<file path="config.mk">
export PLATFORM = sky130hd
export DESIGN_NAME = rf_wb_arbiter
export DESIGN_NICKNAME = d
export VERILOG_FILES = /design/src/rtl/rf_wb_arb_pkg.sv /design/src/rtl/rr_arbiter_core.sv /design/src/rtl/rf_wb_arbiter.sv
export SDC_FILE = /design/constraint.sdc
export NUM_CORES = 1
export LEC_CHECK = 0
export CORE_MARGIN = 1.5
export CORE_UTILIZATION = 37
export DETAILED_ROUTE_END_ITERATION = 10
export PLACE_DENSITY = 0.82
export SLEW_MARGIN = 40
export SYNTH_ARGS = -nofsm -noshare
export SYNTH_HDL_FRONTEND = slang
export SYNTH_HIERARCHICAL = 1
export SYNTH_SLANG_ARGS = --single-unit
</file>
<file path="constraint.sdc">
create_clock -name clk -period 3.75 [get_ports clk]
set_clock_uncertainty 0.05 [all_clocks]
set_input_delay 0.75 -clock clk [delete_from_list [all_inputs] [get_ports clk]]
set_output_delay 0.75 -clock clk [all_outputs]
set_load 0.03 [all_outputs]
</file>
<file path="src/rtl/rf_wb_arb_pkg.sv">
// Shared types, constants and the round-robin pick function for the regfile writeback arbiter.
package rf_wb_arb_pkg;

    localparam int NUM_REQ_DEF = 3;
    localparam int DATA_W_DEF  = 32;
    localparam int ADDR_W_DEF  = 5;
    localparam int PTR_W       = $clog2(NUM_REQ_DEF);
    localparam int STAT_W      = 16;
    localparam int MAX_REQ     = 8;
    localparam int MAX_PTR_W   = 3;

    typedef struct packed {
        logic [ADDR_W_DEF-1:0] addr;
        logic [DATA_W_DEF-1:0] data;
    } wb_req_t;

    // First valid index scanning from ptr upward, wrapping at n; one-hot result, zero if nothing valid.
    function automatic logic [MAX_REQ-1:0] rr_pick(input logic [MAX_REQ-1:0] valid,
                                                   input logic [MAX_PTR_W-1:0] ptr,
                                                   input int unsigned n);
        logic [MAX_REQ-1:0] grant;
        logic               found;
        int unsigned        idx;
        grant = '0;
        found = 1'b0;
        for (int unsigned i = 0; i < MAX_REQ; i++) begin
            idx = (32'(ptr) + i) % n;
            if (i < n && !found && valid[idx[MAX_PTR_W-1:0]]) begin
                grant[idx[MAX_PTR_W-1:0]] = 1'b1;
                found = 1'b1;
            end else begin
                found = found;
            end
        end
        return grant;
    endfunction

endpackage

</file>
<file path="src/rtl/rr_arbiter_core.sv">
// Round-robin pointer register plus masked priority pick; grant is combinational, pointer advances on grant.
module rr_arbiter_core
    import rf_wb_arb_pkg::*;
#(
    parameter int NUM_REQ = 3,
    parameter int IDX_W   = $clog2(NUM_REQ)
) (
    input  logic               clk,
    input  logic               rst_n,
    input  logic [NUM_REQ-1:0] valid,
    input  logic               en,
    output logic [NUM_REQ-1:0] grant,
    output logic [IDX_W-1:0]   grant_idx
);

    logic [IDX_W-1:0]   rr_ptr_r;
    logic [MAX_REQ-1:0] pick_s;

    // Winner selection and one-hot to index encoding
    always_comb begin
        pick_s = rr_pick(MAX_REQ'(valid), MAX_PTR_W'(rr_ptr_r), NUM_REQ);
        if (en) begin
            grant = pick_s[NUM_REQ-1:0];
        end else begin
            grant = '0;
        end
        grant_idx = '0;
        for (int i = 0; i < NUM_REQ; i++) begin
            grant_idx = grant_idx | (grant[i] ? IDX_W'(i) : IDX_W'(0));
        end
    end

    // Pointer moves just past the winner so it becomes lowest priority next time
    always_ff @(posedge clk) begin
        if (!rst_n) begin
            rr_ptr_r <= '0;
        end else if (|grant) begin
            rr_ptr_r <= (grant_idx == IDX_W'(NUM_REQ - 1)) ? IDX_W'(0) : grant_idx + IDX_W'(1);
        end else begin
            rr_ptr_r <= rr_ptr_r;
        end
    end

endmodule

</file>
<file path="src/rtl/rf_wb_arbiter.sv">
// Regfile write-port arbiter: round-robin grant, registered write port, flush and x0 gating.
// Optional per-source grant counters when RF_WB_ARB_STATS_EN is defined.
module rf_wb_arbiter
    import rf_wb_arb_pkg::*;
#(
    parameter int NUM_REQ = NUM_REQ_DEF,
    parameter int DATA_W  = DATA_W_DEF,
    parameter int ADDR_W  = ADDR_W_DEF
) (
    input  logic                      clk,
    input  logic                      rst_n,
    input  logic                      stall,
    input  logic                      flush,
    input  logic [NUM_REQ-1:0]        req_valid,
    input  logic [NUM_REQ*ADDR_W-1:0] req_addr,
    input  logic [NUM_REQ*DATA_W-1:0] req_data,
    output logic [NUM_REQ-1:0]        req_ready,
    output logic                      rf_we,
    output logic [ADDR_W-1:0]         rf_waddr,
    output logic [DATA_W-1:0]         rf_wdata,
    output logic                      busy
`ifdef RF_WB_ARB_STATS_EN
    ,
    output logic [NUM_REQ*STAT_W-1:0] stat_grants
`endif
);

    localparam int IDX_W = $clog2(NUM_REQ);

    logic [NUM_REQ-1:0] grant_s;
    logic [IDX_W-1:0]   grant_idx_s;
    logic [ADDR_W-1:0]  addr_arr_s [NUM_REQ];
    logic [DATA_W-1:0]  data_arr_s [NUM_REQ];
    logic [ADDR_W-1:0]  win_addr_s;
    logic [DATA_W-1:0]  win_data_s;
    logic               we_r;
    logic [ADDR_W-1:0]  waddr_r;
    logic [DATA_W-1:0]  wdata_r;

    // Grants are suppressed while reset is asserted as well as during stall
    rr_arbiter_core #(.NUM_REQ(NUM_REQ), .IDX_W(IDX_W)) u_core (
        .clk       (clk),
        .rst_n     (rst_n),
        .valid     (req_valid),
        .en        (rst_n && !stall),
        .grant     (grant_s),
        .grant_idx (grant_idx_s)
    );

    // Unpack the flat request buses and select the winner's fields
    always_comb begin
        for (int i = 0; i < NUM_REQ; i++) begin
            addr_arr_s[i] = req_addr[i*ADDR_W +: ADDR_W];
            data_arr_s[i] = req_data[i*DATA_W +: DATA_W];
        end
        win_addr_s = addr_arr_s[grant_idx_s];
        win_data_s = data_arr_s[grant_idx_s];
    end

    // Output stage: fields follow any grant, write enable masked by flush and x0 destination
    always_ff @(posedge clk) begin
        if (!rst_n) begin
            we_r    <= 1'b0;
            waddr_r <= '0;
            wdata_r <= '0;
        end else if (|grant_s) begin
            we_r    <= !flush && (win_addr_s != '0);
            waddr_r <= win_addr_s;
            wdata_r <= win_data_s;
        end else begin
            we_r    <= 1'b0;
            waddr_r <= waddr_r;
            wdata_r <= wdata_r;
        end
    end

    assign req_ready = grant_s;
    assign busy      = |(req_valid & ~grant_s);
    assign rf_we     = we_r;
    assign rf_waddr  = waddr_r;
    assign rf_wdata  = wdata_r;

`ifdef RF_WB_ARB_STATS_EN
    logic [NUM_REQ-1:0][STAT_W-1:0] stat_r;

    // Saturating per-source grant counters, flushed and x0 transfers included
    always_ff @(posedge clk) begin
        for (int i = 0; i < NUM_REQ; i++) begin
            if (!rst_n) begin
                stat_r[i] <= '0;
            end else if (grant_s[i] && req_valid[i] && stat_r[i] != {STAT_W{1'b1}}) begin
                stat_r[i] <= stat_r[i] + STAT_W'(1);
            end else begin
                stat_r[i] <= stat_r[i];
            end
        end
    end

    assign stat_grants = stat_r;
`endif

endmodule

</file>
==> impl_results.md, run 1 <==
* Fraction of registers with async set/reset at 0
* Combinational fraction of design power at 0.470
* Slowest-stage cell, CP: clkdlybuf4s50_1
* Maxcap violations at 0
* Count leader, synth: nor2_1
* Die Ht at approximately 85 um
* Reg power frac at 0.351
* Vias at between 2000 and 3000
* Min Hold Slack at around 450 ps
* CTS buffer count at 5
* Hold_buf cts at 0
* Status: complete, but fails checks
* Placed cell areas at 4160 um2
* DRT Pass-1 Iters at 7
* Worst slack, placed at ~310 ps
* Lkg Pwr at 1.55 nW
* Die Span X at roughly 85 um
* Power, Total at between 1 and 1.5 mW
* Critical path class: primary input to output port
* Area share of the largest cell type after synthesis at 0.323
* Fin worst setup slack at around 300 ps
* Later-pin clock latency in the skew report at 280 ps
* Initial antenna violation count at 0
* Worst slew margin at 0.713
* Fin. max-slew vios at 0
* Final #Nets at approximately 590
* HP Class: flip-flop to flip-flop
* Share of cells above drive strength 1 at 0.0607
* Pin count of the biggest net entering global routing at 39
* Commonest register cell after synthesis: dfxtp_1
* Switching power share of the total at 0.361
* Mapped Avg Cell Area at 8.03 um2
* Fillers at 550
* GRT Overall Usage at 0.214
* Routability congestion estimate from global placement at between 0.8 and 0.9
* Seq. cell area at ~800 um2
* Wire length per cell at around 15 um
* Port Buf Inserts at about 160
* WL final at about 8000 um
* F_max at 289 MHz
* Post-synth EDFFs at 0
* Routed Antenna Nets at 0
* P_int at 956 uW
* Most common library cells after synthesis: nor2_1, dfxtp_1, mux2i_1, nor3_1, a211oi_1
* Core Box Area at ~6400 um2
* Sequential fraction of the synthesis area at 0.323
* FF+latch count, synth at 40
* Top cells by area, synth: dfxtp_1, mux2i_1, nor2_1
* # setup viols final at 0
* Avg Vias per Cell at ~5.2
* Top Family by Delay on Critical Path: buffers and inverters
* Failing checks: DRC
* Crit share post-route at 0.922
* Crit-path max cell delay at roughly 700 ps
* PD cells at 353 nW/um2
* Yosys cell types at 39
* Syn-to-layout area delta at 70.8%
* Vias in the first global route at roughly 2600
* TritonCTS clock tree: done
* Htree depth at 2
* Initial core utilization at 0.386
* Actual slew at the worst max-slew pin at 430 ps
* Post-CTS sizing at 0
* Finished Cell Area at 4240 um2
* Antenna diodes at 0
* Worst vdd ir at 0.187 mV
* Gate Count Post-Synth at around 310
* Clock group share of total power at 0.178
* Row count at 29
* Startpoint types: primary input
* Cell taking the most area after synthesis: dfxtp_1
* Total grt overflow at 0
* Worst path bufs/invs at 3
* Number of setup buffers added after CTS at 0
* CP Capture Type: output port
* Worst EP required at just under 3000 ps
* RSZ-0062 raised after global routing: no
* Final Hold Viols at 0
* Mapped cell area at between 2000 and 2500 um2
* Clock transition at path regs at 70 ps
* DRC violation total after the first TritonRoute iteration at between 100 and 150
* DRC viols at 11
* Die area at ~7000 um2
* Net switching power at 539 uW
* Multi-input logic area at 1540 um2
* CP max FO at 2
* Global-route wire length before repair at ~12000 um
* I/O pins at 160
* Crit path cell chain: clkdlybuf4s50_1 -> inv_1 -> nor2_1 -> o211ai_1 -> nor2_1 -> mux2i_1 -> nand2_2 -> clkdlybuf4s50_1
* Fin Setup TNS at 0 ps
* Number of synthesis warnings at 6
* Clock sink count at 40
* Buffer depth of the longest clock path at 2
* Worst Path Arrival at 2660 ps
* DP HPWL at 6120 um
* Min Tclk post-route at approximately 3500 ps
* Clock root buffer: clkbuf_8
* Net Count, Synth at 435
## cell families (layout without fill, tap and decap cells)
family          after synthesis  after routing  share of synthesized area
compound gates               48             48                      0.147
xor+xnor                      1              1                    0.00656
fa+ha+maj                     8              8                     0.0404
buf+inv                      32            184                     0.0621
flops                        40             40                      0.323
mux                          41             41                      0.166
simple gates                139            139                      0.255
## area by class of cell
| cell class | count | area share |
|---|---|---|
| sequential | 40 | 0.189 |
| clock inverter | 1 | 0.00118 |
| multi-input combinational | 237 | 0.364 |
| clock buffer | 6 | 0.0171 |
| tap | 77 | 0.0227 |
| timing repair buffer | 170 | 0.399 |
| inverter | 7 | 0.00620 |
## cell usage in the layout, fill, tap and decap left out, drive strengths merged, types with 2 or more instances in the layout
cell             n
nand3b           2
o21ai            2
nand3            4
nor2b            2
dfxtp           40
mux2i           40
nand2            6
nor2            77
clkdlybuf4s50  156
a21o             2
clkbuf           6
a211oi          33
buf             14
and3             2
nor3            38
nand4            2
ha               8
inv              7
o2bb2ai          4
## power groups by stage
stage | Sequential, mW | Clock (mW) | Combinational, mW
floorplan | 0.659 | 0 | 0.257
global placement | 0.532 | 0 | 0.695
detailed placement | 0.536 | 0 | 0.705
CTS | 0.526 | 0.277 | 0.707
global route | 0.534 | 0.298 | 0.753
finish | 0.525 | 0.267 | 0.703
## path summary, 6_finish.rpt
kind                                   startpoint                   endpoint  slack, ps  cells past startpoint
setup / recovery                            rst_n               req_ready[2]        290                      8
hold / removal          rf_wdata[10]$_SDFFE_PN0P_  rf_wdata[10]$_SDFFE_PN0P_        450                      2
setup reg to reg  u_core/rr_ptr_r[0]$_SDFFE_PN0P_           rf_we$_SDFF_PN0_        720                     12
hold reg to reg         rf_wdata[10]$_SDFFE_PN0P_  rf_wdata[10]$_SDFFE_PN0P_        450                      2
## layer usage
layer / GRT usage / routed length [um] / vias up
met1: 0.234 / 3090 / 1255
met3: 0.0613 / 762 / 9
met5: 0 / 0 / -
li1: - / - / 1396
met4: 0.0700 / 123 / 0
met2: 0.396 / 3900 / 121
## registers in the layout, indices dropped and copies added (netlist names)
register / flops
rf_waddr: 5
rf_wdata: 32
rf_we: 1
u_core/rr_ptr_r: 2
## metrics by stage
stage               utilization  std cells
finish                    0.659        538
global route              0.659        538
CTS                       0.659        538
detailed placement        0.647        531
global placement          0.647        531
floorplan                     -        309
## worst register-to-register path, stage by stage, from the launching register on
cell	delay [ps]
dfxtp_1	420
inv_1	140
ha_1	280
nor2b_1	200
xnor2_2	150
nand3_2	150
mux2i_1	240
nand2_2	120
buf_12	200
nor2b_4	340
o2bb2ai_1	190
nor4_1	90
a2111oi_1	370
No activity file was read; power rests on OpenSTA's default activity.
==> inputs of run 2 (changes only) <==
==> constraint.sdc (replaced) <==
create_clock -name clk -period 3.3 [get_ports clk]
set_clock_uncertainty 0.05 [all_clocks]
set_input_delay 0.66 -clock clk [delete_from_list [all_inputs] [get_ports clk]]
set_output_delay 0.66 -clock clk [all_outputs]
set_load 0.03 [all_outputs]
==> run 2 against run 1 <==
- the run still ends with DRC left
- setup slack got worse by 160 ps
- final area rose by 3.1%
- sequential share of layout area fell by 0.51 points
- via count rose by 1.5%
- wire length rose by 8.1%
- hold slack improved by 1.2 ps
- register-to-register slack got worse by 290 ps
- largest power group unchanged
==> impl_results.md, run 2 (synthesis results as in run 1) <==
* Status: complete, but fails checks (unchanged)
* Failing checks: DRC (unchanged)
* PD cells at 405 nW/um2 (was 353 nW/um2)
* Critical path class: primary input to output port (unchanged)
* WHS Path Cells at 2 (unchanged)
* Worst vdd ir at 0.253 mV (was 0.187 mV)
* Final Core Density at 0.680 (was 0.659)
* Port Buf Inserts at 159 (unchanged)
* GRT Overall Usage at 0.231 (was 0.214)
* Core Box Area at 6420 um2 (unchanged)
* Row count at 29 (unchanged)
* Worst Path Arrival at 2460 ps (was 2660 ps)
* DRC violation total after the first TritonRoute iteration at 117 (was 127)
* TritonCTS clock tree: done (unchanged)
* Htree depth at 2 (unchanged)
* Clock transition at path regs at 80 ps (was 70 ps)
* Share of cells above drive strength 1 at 0.0876 (was 0.0607)
* Startpoint types: primary input (unchanged)
* Maxcap violations at 0 (unchanged)
* Global-route wire length before repair at 13300 um (was 12400 um)
* Final Hold Viols at 0 (unchanged)
* Total grt overflow at 0 (unchanged)
* Routed Antenna Nets at 0 (unchanged)
* Vias in the first global route at 2807 (was 2603)
* Clock root buffer: clkbuf_8 (unchanged)
* Worst slew margin at 0.720 (was 0.713)
* Dpl cells at 533 (was 531)
* Buffer depth of the longest clock path at 2 (unchanged)
* Vias at 2822 (was 2781)
* Fin worst setup slack at 129 ps (was 292 ps)
* CTS buffer count at 5 (unchanged)
* Fin. max-slew vios at 0 (unchanged)
* Lkg Pwr at 1.63 nW (was 1.55 nW)
* Fillers at 549 (was 550)
* Largest register FFs at 32 (unchanged)
* DRC viols at 11 (unchanged)
* Wire length per cell at 15.6 um (was 14.6 um)
* Initial core utilization at 0.386 (unchanged)
* Antenna diodes at 0 (unchanged)
* Final #Nets at 593 (was 587)
* Syn-to-layout area delta at 76.0% (was 70.8%)
* Most frequent cells in the layout: clkdlybuf4s50_1, nor2_1, mux2i_1 (was clkdlybuf4s50_1, nor2_1, mux2i_1, dfxtp_1, nor3_1)
* Fin Setup TNS at 0 ps (unchanged)
* Reg2reg setup slack at 430 ps (was 720 ps)
* Pin count of the biggest net entering global routing at 39 (unchanged)
* Crit path cell chain: clkdlybuf4s50_1 -> nand3b_1 -> o211ai_1 -> nor2_1 -> mux2i_1 -> nand2_2 -> buf_12 -> o221ai_2 -> buf_6 (was clkdlybuf4s50_1 -> inv_1 -> nor2_1 -> o211ai_1 -> nor2_1 -> mux2i_1 -> nand2_2 -> clkdlybuf4s50_1)
* Crit share post-route at 0.961
* Worst EP required at 2590 ps (was 2950 ps)
* DRT Pass-1 Iters at 7 (unchanged)
* WL final at 8510 um (was 7870 um)
* Die Ht at 84.9 um (unchanged)
* CP Capture Type: output port (unchanged)
* FF-to-FF path depth at 11 (was 12)
* Actual slew at the worst max-slew pin at 420 ps (was 430 ps)
* Hold EP: rf_wdata[29]$_SDFFE_PN0P_ (was rf_wdata[10]$_SDFFE_PN0P_)
* Worst slack, placed at -3.95 ps (was 313 ps)
* Die area at 7200 um2 (unchanged)
* Finished Cell Area at 4370 um2 (was 4240 um2)
* Crit-path max cell delay at 550 ps (was 680 ps)
* Worst reg2reg startpoint: u_core/rr_ptr_r[0]$_SDFFE_PN0P_ (unchanged)
* CP max FO at 11 (was 2)
* I/O pins at 160 (unchanged)
* Most common cell after layout, fill and taps aside: clkdlybuf4s50_1 (unchanged)
* F_max at 315 MHz
* Post-Layout Cell Count at 545 (was 538)
* HP Class: flip-flop to flip-flop (unchanged)
* R2r endpoint: rf_we$_SDFF_PN0_ (unchanged)
* Die Span X at 84.9 um (unchanged)
* Hold path start: rf_wdata[29]$_SDFFE_PN0P_ (was rf_wdata[10]$_SDFFE_PN0P_)
* DP HPWL at 6210 um (was 6120 um)
* Initial antenna violation count at 0 (unchanged)
* Slowest-stage cell, CP: clkdlybuf4s50_1 (unchanged)
* Min Hold Slack at 446 ps (was 445 ps)
* Avg Vias per Cell at 5.18 (was 5.17)
* Routability congestion estimate from global placement at 0.868 (was 0.812)
* # setup viols final at 0 (unchanged)
* Power, Total at 1.77 mW (was 1.49 mW)
* Placed cell areas at 4180 um2 (was 4160 um2)
* Min Tclk post-route at approximately 3200 ps
* Clock sink count at 40 (unchanged)
* Later-pin clock latency in the skew report at 280 ps (about the same)
## run 2: changes by cell type in the layout (fill, tap and decap cells not counted), moves of 2 or more
| cell | before | now |
|---|---|---|
| buf_4 | 12 | 15 |
| clkdlybuf4s50_1 | 156 | 153 |
| clkinvlp_4 | 0 | 2 |
| dfxtp_1 | 40 | 38 |
| dfxtp_2 | 0 | 2 |
| dlymetal6s2s_1 | 0 | 2 |
## run 2: worst max-delay path by stage
| stage | slack, ps | end | start | depth (start not counted) |
|---|---|---|---|---|
| 2_1_floorplan | 20 | rf_we$_SDFF_PN0_ | rst_n | 14 |
| 3_3_place_gp | 70 | req_ready[2] | req_valid[2] | 7 |
| 3_5_place_dp | -4 | req_ready[2] | req_valid[2] | 7 |
| 4_1_cts | 20 | busy | u_core/rr_ptr_r[0]$_SDFFE_PN0P_ | 10 |
| 5_1_grt | -5 | busy | u_core/rr_ptr_r[0]$_SDFFE_PN0P_ | 10 |
| 6_report | 130 | busy | req_valid[1] | 9 |
## run 2: repair_timing
action,4_1_cts,5_1_grt
setup endpoints to repair,2,2
gates cloned,1,1
gates resized for setup,1,7
hold buffers,0,0
pin swaps,0,2
buffers inserted,0,2
## run 2: cell type report
type | count | area, um2 | area share
clock inverter | 2 | 15.0 | 0.00344
sequential | 40 | 803 | 0.184
tap | 77 | 96.3 | 0.0221
inverter | 7 | 26.3 | 0.00602
clock buffer | 6 | 82.6 | 0.0189
timing repair buffer | 176 | 1790 | 0.409
multi-input combinational | 237 | 1560 | 0.356
## run 2: routing by layer
metal / vias up / global-route usage / part of all wire
met5: - / 0 / 0
met4: 0 / 0.0700 / 0.014
met3: 10 / 0.0506 / 0.088
met2: 141 / 0.412 / 0.50
met1: 1264 / 0.278 / 0.39
li1: 1407 / - / -
## run 2: report_power, final
group | total [mW] | leakage (nW) | internal [mW] | switching (mW)
Combinational | 0.820 | 1.25 | 0.397 | 0.423
Clock | 0.349 | 0.0434 | 0.169 | 0.180
Sequential | 0.597 | 0.330 | 0.558 | 0.0390
Total | 1.77 | 1.63 | 1.12 | 0.641
## run 2: critical path, delay by kind of cell
kind                   cells  cell delay, ps
and+or+nand+nor            3             390
muxes                      1             210
AOI/OAI and AO/OA          2             310
buffers and inverters      3             890
